--- src/rtl/cla_pkg.sv ---
// Shared ALU constants: datapath width and status-register flag positions.
package cla_pkg;

    localparam int unsigned DATA_WIDTH = 32;

    // Flag bit positions inside the ALU status register
    localparam int unsigned FLAG_CARRY    = 0;
    localparam int unsigned FLAG_OVERFLOW = 1;
    localparam int unsigned FLAG_ZERO     = 2;
    localparam int unsigned FLAG_NEGATIVE = 3;
    localparam int unsigned FLAG_W        = 4;

    localparam int unsigned GROUP_W = 4;

endpackage

--- src/rtl/cla_cla4.sv ---
// 4-bit carry-lookahead slice: sum bits plus group generate/propagate.
module cla_cla4
    import cla_pkg::*;
(
    input  logic [GROUP_W-1:0] a,
    input  logic [GROUP_W-1:0] b,
    input  logic               cin,
    output logic [GROUP_W-1:0] s,
    output logic               g_grp,
    output logic               p_grp
);

    logic [GROUP_W-1:0] g;
    logic [GROUP_W-1:0] p;
    logic [GROUP_W-1:0] c;

    // Bit-level G/P, flattened internal carries, sum and group G/P
    always_comb begin
        g = a & b;
        p = a ^ b;

        c[0] = cin;
        c[1] = g[0] | (p[0] & cin);
        c[2] = g[1] | (p[1] & g[0]) | (p[1] & p[0] & cin);
        c[3] = g[2] | (p[2] & g[1]) | (p[2] & p[1] & g[0])
             | (p[2] & p[1] & p[0] & cin);

        s = p ^ c;

        g_grp = g[3] | (p[3] & g[2]) | (p[3] & p[2] & g[1])
              | (p[3] & p[2] & p[1] & g[0]);
        p_grp = &p;
    end

endmodule

--- src/rtl/cla.sv ---
// Two-level carry-lookahead adder with ALU condition flags; optional output register.
// WIDTH must be a multiple of 4.
module cla
    import cla_pkg::*;
#(
    parameter int unsigned WIDTH      = DATA_WIDTH,
    parameter int unsigned REGISTERED = 0
) (
    input  logic             iClk,
    input  logic             iRst,
    input  logic [WIDTH-1:0] iX,
    input  logic [WIDTH-1:0] iY,
    input  logic             iCarry,
    output logic [WIDTH-1:0] oS,
    output logic             oCarry,
    output logic             oOverflow,
    output logic             oZero,
    output logic             oNegative
);

    localparam int unsigned NG = WIDTH / GROUP_W;

    logic [NG-1:0]     grp_g;
    logic [NG-1:0]     grp_p;
    logic [NG:0]       grp_c;
    logic [WIDTH-1:0]  sum_d;
    logic [WIDTH-1:0]  sum_q;
    logic [FLAG_W-1:0] flags_d;
    logic [FLAG_W-1:0] flags_q;
    logic              c_msb;
    logic              term;

    // First level: one lookahead slice per 4-bit group
    for (genvar k = 0; k < NG; k++) begin : g_slice
        cla_cla4 u_cla4 (
            .a     (iX[k*GROUP_W +: GROUP_W]),
            .b     (iY[k*GROUP_W +: GROUP_W]),
            .cin   (grp_c[k]),
            .s     (sum_d[k*GROUP_W +: GROUP_W]),
            .g_grp (grp_g[k]),
            .p_grp (grp_p[k])
        );
    end

    // Second level: each group carry as a flat sum of products over group G/P
    always_comb begin
        grp_c    = '0;
        term     = 1'b0;
        grp_c[0] = iCarry;
        for (int k = 1; k <= int'(NG); k++) begin
            for (int j = 0; j < k; j++) begin
                term = grp_g[j];
                for (int m = j + 1; m < k; m++) begin
                    term = term & grp_p[m];
                end
                grp_c[k] = grp_c[k] | term;
            end
            term = iCarry;
            for (int m = 0; m < k; m++) begin
                term = term & grp_p[m];
            end
            grp_c[k] = grp_c[k] | term;
        end
    end

    // Condition flags; carry into the MSB recovered from its sum bit
    always_comb begin
        flags_d                = '0;
        c_msb                  = iX[WIDTH-1] ^ iY[WIDTH-1] ^ sum_d[WIDTH-1];
        flags_d[FLAG_CARRY]    = grp_c[NG];
        flags_d[FLAG_OVERFLOW] = grp_c[NG] ^ c_msb;
        flags_d[FLAG_ZERO]     = ~|sum_d;
        flags_d[FLAG_NEGATIVE] = sum_d[WIDTH-1];
    end

    // Output register; reset state matches the flags of a zero result
    always_ff @(posedge iClk) begin
        if (iRst) begin
            sum_q              <= '0;
            flags_q            <= '0;
            flags_q[FLAG_ZERO] <= 1'b1;
        end else begin
            sum_q   <= sum_d;
            flags_q <= flags_d;
        end
    end

    // Select combinational or registered view (unused path trimmed in synthesis)
    always_comb begin
        if (REGISTERED != 0) begin
            oS        = sum_q;
            oCarry    = flags_q[FLAG_CARRY];
            oOverflow = flags_q[FLAG_OVERFLOW];
            oZero     = flags_q[FLAG_ZERO];
            oNegative = flags_q[FLAG_NEGATIVE];
        end else begin
            oS        = sum_d;
            oCarry    = flags_d[FLAG_CARRY];
            oOverflow = flags_d[FLAG_OVERFLOW];
            oZero     = flags_d[FLAG_ZERO];
            oNegative = flags_d[FLAG_NEGATIVE];
        end
    end

endmodule

--- config.mk ---
export PLATFORM = sky130hd
export DESIGN_NAME = cla
export DESIGN_NICKNAME = d
export VERILOG_FILES = /design/src/rtl/cla_pkg.sv /design/src/rtl/cla_cla4.sv /design/src/rtl/cla.sv
export SDC_FILE = /design/constraint.sdc
export NUM_CORES = 1
export LEC_CHECK = 0
export ABC_CLOCK_PERIOD_IN_PS = 8000
export CAP_MARGIN = 0
export CORE_ASPECT_RATIO = 0.75
export CORE_MARGIN = 3
export CORE_UTILIZATION = 44
export DETAILED_ROUTE_END_ITERATION = 7
export PLACE_DENSITY = 0.94
export SLEW_MARGIN = 20
export SYNTH_ARGS = -nofsm -noshare
export SYNTH_HDL_FRONTEND = slang
export SYNTH_SLANG_ARGS = --single-unit
--- constraint.sdc ---
create_clock -name vclk -period 8
set_input_delay 0.8 -clock vclk [all_inputs]
set_output_delay 0.8 -clock vclk [all_outputs]
set_load 0.02 [all_outputs]
==> flow_summary_export.csv, run 1 <==
group,metric,value,unit
global_routing,grt_pass1_wl,8740,µm
worst_setup_path,critPathKind,"input pin to primary output",
power_and_ir_drop,p_seq_share,0,%
logic_synthesis,synth.distinct_cells,52,
sta,max_freq,137,MHz
floorplanning,io_pins,103,
power_and_ir_drop,ir_worst_vdd,82.6,µV
route,wl_per_cell,14.2,µm
worst_setup_path,critPathMaxFanout,8,
power_and_ir_drop,power.internal,156,µW
route,vias_per_cell,5.57,
floorplanning,initial_core_util,47.6,%
global_routing,first_global_vias,1987,
layout,nets,430,
layout,fin_util,75.8,%
global_routing,grt_antenna_before_repair,0,
worst_setup_path,cp-start-kind,"input pin",
logic_synthesis,synth_cells,221,
worst_setup_path,crit_chain,"clkdlybuf4s50_1 > ha_1 > a211oi_2 > o21ai_2 > a32oi_2 > a21oi_2 > o21ai_0 > nand2b_1 > a21o_1 > fa_1 > or4_1 > a2111oi_0 > or4b_1 > a2111oi_4 > nand4b_1 > nor4_2 > clkdlybuf4s50_1",
worst_setup_path,worst-path-buf-inv,2,
worst_setup_path,critical_path_arrival,6480,ps
power_and_ir_drop,p_leak,0.00117,µW
power_and_ir_drop,p_switching,163,µW
worst_setup_path,cp.depth,17,
power_and_ir_drop,power_frac_comb,100.0,%
sta,min_period,7280,ps
floorplanning,die_w,79.8,µm
hold_path,hold_class,"input pin to primary output",
sta,tightest_slew,552,ps
sta,drv_slew,0,
layout,num_antenna_cells,0,
sta,hold_viol_final,0,
clocking,cts_resized,0,
run,max_cap_violations,0,
logic_synthesis,ys_seq_area_share,0,%
worst_setup_path,cp_top_family,"compound AO/OA/AOI/OAI gates",
global_routing,grt.total_usage,21.6,%
route,drtPass1Iterations,4,
clocking,cts_setup_buffers,0,
worst_setup_path,slowest_stage,"clkdlybuf4s50_1",
power_and_ir_drop,power_frac_clock,0,%
global_routing,overflow,0,
layout,area_growth,59.4,%
sta,finalCritPeriodShare,91.0,%
hold_path,worstHoldEndpoint,"oS[22]",
route,totalWireLength,5290,µm
floorplanning,dieArea,4900,µm²
worst_setup_path,cp_common_cell,"clkdlybuf4s50_1",
floorplanning,core-area,3780,µm²
sta,rsz0062_at_grt,"false",
floorplanning,placementRows,19,
hold_path,hp-start,"iY[22]",
clocking,postCtsHoldBufs,0,
logic_synthesis,netlist_area,1800,µm²
power_and_ir_drop,switching_share,51.2,%
layout,drive_gt1_share,7.17,%
sta,slew_headroom,63.1,%
logic_synthesis,synth_nets,328,
global_routing,grt_start_max_net_pins,9,
route,num_vias,2079,
worst_setup_path,cp-end-kind,"primary output",
hold_path,worstHoldPathCells,4,
place,portBuffers,101,
layout,seq_area,0,µm²
route,dr.first_iter.drc_count,124,
power_and_ir_drop,pwr_density_cell,111,nW/µm²
layout,nFlopsAndLatches,0,
place,place_inst,373,
place,globalplace.congestion,0.930,
sta,setup_viol,0,
layout,layoutNonFillerInstCount,373,
logic_synthesis,syn_area_per_cell,8.14,µm²
worst_setup_path,required,7200,ps
worst_setup_path,cpPeakStageDelay,650,ps
layout,clkbuf_count,0,
run_status,outcome,"completed",
route,drc,0,
place,hpwl,4700,µm
sta,setup_tns,0,ps
logic_synthesis,yosys_warnings,0,
floorplanning,die_h,61.4,µm
route,ant_nets,0,
## metal layers
metal / routed length (µm) / GRT usage (%) / vias up / part of all wire, %
li1: - / - / 1047 / -
met3: 392 / 2.34 / 4 / 7.4
met2: 2470 / 40.0 / 80 / 47
met5: 0 / 0 / - / 0
met4: 19 / 0.964 / 0 / 0.36
met1: 2410 / 29.0 / 948 / 45
## cell families (layout without fill, tap and decap cells)
kind of cell,after synthesis,in the layout,synth area share [%]
muxes,6,6,3.55
xor gates and xnor gates,21,21,10.2
and+or+nand+nor,82,82,25.8
buffers and inverters,10,110,2.30
adders and majority gates,40,40,31.2
AOI/OAI and AO/OA,62,62,26.9
## cells in the mapped netlist (2+ instances only)
master / count / area, µm²
a211oi_1: 4 / 30.0
a2111oi_0: 2 / 17.5
o21a_1: 4 / 30.0
o21ai_0: 9 / 45.0
a21oi_2: 6 / 52.6
xnor2_1: 9 / 78.8
or4_1: 2 / 15.0
or3_1: 2 / 12.5
ha_1: 32 / 400
fa_1: 8 / 160
a22oi_1: 2 / 15.0
nand3_1: 5 / 25.0
nand2_1: 10 / 37.5
and2_1: 2 / 12.5
inv_1: 9 / 33.8
mux2i_1: 3 / 30.0
xor2_1: 12 / 105
nor2_1: 22 / 82.6
nand3b_1: 2 / 15.0
a31oi_1: 3 / 18.8
nor4_1: 4 / 25.0
a21o_1: 8 / 60.1
nor3b_1: 4 / 30.0
nor3_1: 7 / 35.0
mux2_2: 3 / 33.8
nand4_1: 5 / 31.3
nand2b_1: 6 / 37.5
a21oi_1: 10 / 50.1
nand4b_1: 2 / 17.5
a211oi_2: 2 / 25.0
## power by group through the flow
stage          clock [µW]  combinational (µW)  sequential [µW]
2_1_floorplan           0                 184                0
3_3_place_gp            0                 312                0
3_5_place_dp            0                 316                0
4_1_cts                 0                 318                0
5_1_grt                 0                 343                0
6_report                0                 319                0
## worst max-delay path by stage
stage          slack (ps)  endpoint  startpoint
6_report              720     oZero       iX[0]
3_5_place_dp          770     oZero       iX[0]
3_3_place_gp          880     oZero       iX[0]
5_1_grt               390     oZero       iX[1]
4_1_cts               730     oZero       iX[0]
2_1_floorplan        1970     oZero       iX[0]
## through the flow
step | hold WS, ps | area [µm²] | total power, µW | setup WS [ps]
final | 2850 | 2870 | 319 | 719
after global routing | 2900 | 2870 | 343 | 387
after CTS | 2850 | 2870 | 318 | 732
after detailed placement | 2850 | 2870 | 316 | 768
after global placement | 2840 | 2870 | 312 | 879
after floorplan | 1870 | 1800 | 184 | 1970
## layout by cell type (no fill, tap or decap), types with 5 or more instances in the layout
master	instances
nor3_1	7
a21oi_1	10
xor2_1	12
clkdlybuf4s50_1	101
nand2_1	10
a21oi_2	6
inv_1	9
nand4_1	5
ha_1	32
o21ai_0	9
a21o_1	8
nand3_1	5
xnor2_1	9
nor2_1	22
nand2b_1	6
fa_1	8
## worst min-delay path, delay by kind of cell
kind | cells | cell delay, ps
xor gates and xnor gates | 1 | 80
buffers and inverters | 2 | 990
adders and majority gates | 1 | 180
## final cells by class
class | count | area [µm²]
Fill cell | 279 | 913
Inverter | 9 | 33.8
Tap cell | 52 | 65.1
Multi-Input combinational cell | 211 | 1760
Timing Repair Buffer | 101 | 1010
(Power assumes the default switching activity.)
==> run 2: changes to the inputs <==
Settings changed: CAP_MARGIN 0 to not set, MAX_ROUTING_LAYER set to met4.
==> run 2 against run 1 <==
- via count decreased by 0.91%
- design area is the same
- worst setup slack improved by 82 ps
- non-clock buffer count did not move
- critical path depth unchanged
- sequential share of layout area is the same
- highest routed layer unchanged
==> flow_summary_export.csv, run 2 (synthesis results as in run 1) <==
group,metric,value,unit
run_status,outcome,"completed",
floorplanning,die_w,79.8,µm
clocking,cts_setup_buffers,0,
worst_setup_path,required,7200,ps
layout,nFlopsAndLatches,0,
floorplanning,core-area,3780,µm²
clocking,cts_resized,0,
global_routing,grt.total_usage,22.5,%
sta,rsz0062_at_grt,"false",
layout,drive_gt1_share,7.17,%
sta,drv_slew,0,
sta,setup_viol,0,
layout,num_antenna_cells,0,
global_routing,overflow,0,
hold_path,hp-start,"iY[22]",
layout,seq_area,0,µm²
route,dr.first_iter.drc_count,78,
sta,max_freq,139,MHz
route,totalWireLength,5400,µm
worst_setup_path,cp-start-kind,"input pin",
sta,setup_tns,0,ps
layout,stdcell_area,2870,µm²
floorplanning,placementRows,19,
route,drtPass1Iterations,4,
worst_setup_path,cp-end-kind,"primary output",
sta,hold_viol_final,0,
clocking,postCtsHoldBufs,0,
power_and_ir_drop,ir_worst_vdd,77.0,µV
sta,fin_hold_ws,2840,ps
global_routing,first_global_vias,1941,
power_and_ir_drop,p_leak,0.00117,µW
worst_setup_path,critical_path_arrival,6400,ps
route,num_vias,2060,
route,ant_nets,0,
hold_path,hold_class,"input pin to primary output",
layout,layout_commonest_cell,"clkdlybuf4s50_1",
global_routing,grt_start_max_net_pins,9,
power_and_ir_drop,pwr_density_cell,111,nW/µm²
layout,area_growth,59.4,%
floorplanning,die_h,61.4,µm
worst_setup_path,critPathKind,"input pin to primary output",
place,globalplace.congestion,0.946,
floorplanning,initial_core_util,47.6,%
global_routing,grt_antenna_before_repair,0,
global_routing,grt_pass1_wl,8730,µm
layout,final_cell_mix,"clkdlybuf4s50_1, ha_1, nor2_1, xor2_1",
place,dpl_worst_slack,807,ps
sta,layout_setup_ws,801,ps
place,portBuffers,101,
route,wl_per_cell,14.5,µm
floorplanning,dieArea,4900,µm²
layout,fill_cells,271,
worst_setup_path,critPathMaxFanout,8,
route,drc,0,
sta,min_period,7200,ps
sta,tightest_slew,555,ps
layout,clkbuf_count,0,
layout,nets,430,
route,vias_per_cell,5.52,
place,hpwl,4800,µm
worst_setup_path,crit_start,"iX[0]",
floorplanning,io_pins,103,
sta,slew_headroom,62.9,%
place,dpl_cell_area,2870,µm²
sta,finalCritPeriodShare,90.0,%
run,max_cap_violations,0,
==> run 2: cell counts in the layout (fill, tap and decap cells not counted) <==
Identical to the previous run, type by type.
==> run 2: report_power, final <==
group / switching [µW] / internal, µW
Combinational: 164 / 156
Clock: 0 / 0
Sequential: 0 / 0
Total: 164 / 156
==> run 2: area by class of cell <==
class                      instances  area (µm²)  area share (%)
timing repair buffer             101        1010            35.3
tap                               52        65.1            2.27
multi-input combinational        211        1760            61.3
inverter                           9        33.8            1.18
==> run 2: final timing paths <==
| check | endpoint | cells after the start | slack [ps] |
|---|---|---|---|
| setup / recovery | oZero | 17 | 800 |
| hold / removal | oS[22] | 4 | 2840 |
==> run 2: metal layers <==
| layer | global-route usage [%] | vias up | share of wire [%] |
|---|---|---|---|
| li1 | - | 1047 | - |
| met1 | 30.0 | 942 | 46 |
| met2 | 39.1 | 67 | 46 |
| met3 | 2.63 | 4 | 6.7 |
| met4 | 1.20 | 0 | 0.74 |
| met5 | - | - | 0 |
==> run 2: worst max-delay path, cell delays in order <==
cell	delay, ps
clkdlybuf4s50_1	420
ha_1	330
a211oi_2	290
o21ai_2	150
a32oi_2	420
a21oi_2	110
o21ai_0	400
nand2b_1	120
a21o_1	200
fa_1	470
or4_1	510
a2111oi_0	300
or4b_1	520
a2111oi_4	200
nand4b_1	190
nor4_2	300
clkdlybuf4s50_1	650
==> run 2: through the flow <==
| stage | cells | util (%) | power (µW) |
|---|---|---|---|
| after floorplan | 221 | - | 184 |
| after global placement | 373 | 75.8 | 312 |
| after detailed placement | 373 | 75.8 | 317 |
| after CTS | 373 | 75.8 | 319 |
| after global routing | 373 | 75.8 | 344 |
| final | 373 | 75.8 | 319 |
==> run 3: changes to the inputs <==
Settings changed: ABC_AREA set to 1.
==> run 3 against run 2 <==
- critical path depth is 10 higher
- critical endpoint unchanged
- total power fell by 8.4%
- sequential share of layout area stayed put
- sequential cell count unchanged
- die area rose by 1.1%
- final cell count rose by 21%
- design area rose by 0.79%
- fmax grew 22%
- combinational power down 8.5%
- synthesized cell count rose by 36%
==> flow_summary_export.csv, run 3 <==
group,metric,value,unit
layout,clkbuf_count,0,
worst_setup_path,critPathKind,"input pin to primary output",
logic_synthesis,synth_top_area_share,22.0,%
floorplanning,die_w,80.3,µm
floorplanning,io_pins,103,
global_routing,grt_antenna_before_repair,0,
logic_synthesis,synth.most_common_cell,"nand2_1",
logic_synthesis,synth.largest_area_cell,"ha_1",
sta,slew_headroom,81.1,%
hold_path,worstHoldEndpoint,"oCarry",
route,ant_nets,0,
logic_synthesis,synth.distinct_cells,29,
worst_setup_path,required,7200,ps
route,wl_per_cell,11.5,µm
layout,num_antenna_cells,0,
sta,setup_viol,0,
worst_setup_path,cp-start-kind,"input pin",
sta,drv_slew,0,
logic_synthesis,yosys-top-cells-count,"nand2_1, inv_1, ha_1, nor2_1, nand3_1",
route,highest_layer,"met4",
sta,setup_tns,0,ps
power_and_ir_drop,pwr_density_cell,101,nW/µm²
route,met1Wirelength,2320,µm
power_and_ir_drop,switching_share,52.7,%
hold_path,hp-start,"iY[31]",
logic_synthesis,ys_seq_area_share,0,%
route,num_vias,2195,
worst_setup_path,cp_common_cell,"nor2_1",
run,max_cap_violations,0,
sta,min_period,5900,ps
floorplanning,die_h,61.7,µm
place,portBuffers,101,
layout,nFlopsAndLatches,0,
route,drc,0,
logic_synthesis,synth_nets,408,
route,dr.first_iter.drc_count,71,
layout,drive_gt1_share,6.73,%
power_and_ir_drop,power_frac_comb,100.0,%
sta,rsz0062_at_grt,"false",
logic_synthesis,netlist_area,1820,µm²
sta,finalCritPeriodShare,73.8,%
route,totalWireLength,5230,µm
logic_synthesis,synth_cells,301,
route,vias_per_cell,4.85,
floorplanning,core-area,3800,µm²
place,hpwl,4850,µm
power_and_ir_drop,ir_worst_vdd,68.1,µV
layout,final_cell_mix,"clkdlybuf4s50_1, nand2_1, inv_1, nor2_1, ha_1",
run_status,outcome,"completed",
global_routing,first_global_vias,2037,
logic_synthesis,yosys-top-cells-area,"ha_1, nand2_1, inv_1",
hold_path,worstHoldPathCells,5,
worst_setup_path,cpPeakStageDelay,610,ps
layout,layout_commonest_cell,"clkdlybuf4s50_1",
power_and_ir_drop,power_frac_clock,0,%
floorplanning,placementRows,19,
clocking,postCtsHoldBufs,0,
power_and_ir_drop,p_seq_share,0,%
global_routing,grt.total_usage,21.1,%
power_and_ir_drop,p_switching,154,µW
power_and_ir_drop,p_leak,0.00149,µW
worst_setup_path,critical_path_arrival,5100,ps
logic_synthesis,syn_area_per_cell,6.05,µm²
place,globalplace.congestion,0.840,
worst_setup_path,cp-end-kind,"primary output",
power_and_ir_drop,power.internal,138,µW
layout,area_growth,58.7,%
sta,max_freq,169,MHz
hold_path,hold_class,"input pin to primary output",
sta,hold_viol_final,0,
global_routing,grt_pass1_wl,8290,µm
floorplanning,initial_core_util,47.9,%
route,wl_met3,347,µm
global_routing,grt_start_max_net_pins,6,
route,drtPass1Iterations,4,
layout,nets,510,
worst_setup_path,slowest_stage,"clkdlybuf4s50_1",
clocking,cts_resized,0,
worst_setup_path,critPathMaxFanout,4,
logic_synthesis,yosys_warnings,0,
sta,tightest_slew,282,ps
route,routed-wl-met2,2500,µm
layout,fin_util,76.0,%
layout,seq_area,0,µm²
global_routing,overflow,0,
layout,fill_cells,302,
clocking,cts_setup_buffers,0,
floorplanning,dieArea,4950,µm²
-- run 3: changes by cell type after synthesis, moves of 6 or more --
cell and delta:
inv_1 +42, a21o_1 -8, nand3_1 +14, nand2_2 +9
o21ai_0 -8, nand2b_1 -6, nand2_1 +79, xnor2_1 -7
nor2_1 +10
-- run 3: per-layer routing --
layer / up-vias / global-route usage [%]
met5: - / -
met4: 0 / 2.41
li1: 1165 / -
met3: 6 / 2.45
met2: 69 / 38.9
met1: 955 / 26.0
-- run 3: worst max-delay path, delay by kind of cell --
family                     cells  cell delay, ps
AOI/OAI and AO/OA              1             250
adders and majority gates      2             840
and+or+nand+nor               21            2110
buffers and inverters          3            1100
-- run 3: stage by stage --
stage	instance area (µm²)	power [µW]	hold slack, ps	cells	setup WS [ps]
6_report	2890	292	2840	453	2100
5_1_grt	2890	320	2870	453	1710
4_1_cts	2890	294	2850	453	2060
3_5_place_dp	2890	293	2850	453	2070
3_3_place_gp	2890	286	2810	453	2180
2_1_floorplan	1820	170	1870	301	3450
-- run 3: worst max-delay path by stage --
stage,startpoint,end,slack (ps),depth (start not counted)
2_1_floorplan,iX[11],oZero,3450,23
5_1_grt,iX[2],oZero,1710,27
3_3_place_gp,iX[1],oZero,2180,25
3_5_place_dp,iY[2],oZero,2070,27
4_1_cts,iX[2],oZero,2060,27
6_report,iX[2],oZero,2100,27
-- run 3: power by group through the flow --
stage                     Clock (µW)  Sequential, µW  Combinational, µW
after CTS                          0               0                294
after detailed placement           0               0                293
final                              0               0                292
after global placement             0               0                286
after global routing               0               0                320
after floorplan                    0               0                170
-- run 3: cells by family after synthesis --
| group | Yosys count | synth area share [%] |
|---|---|---|
| AO/OA/AOI/OAI | 22 | 7.35 |
| XOR/XNOR | 9 | 4.33 |
| adder cells (fa/ha/maj) | 40 | 30.8 |
| buffers and inverters | 53 | 11.1 |
| AND/OR/NAND/NOR | 177 | 46.4 |
-- run 3: final cells by class --
cell class / count / area, µm² / share of cell area (%)
inverter: 52 / 195 / 6.76
multi-input combinational: 248 / 1620 / 56.0
tap: 52 / 65.1 / 2.25
timing repair buffer: 101 / 1010 / 35.0
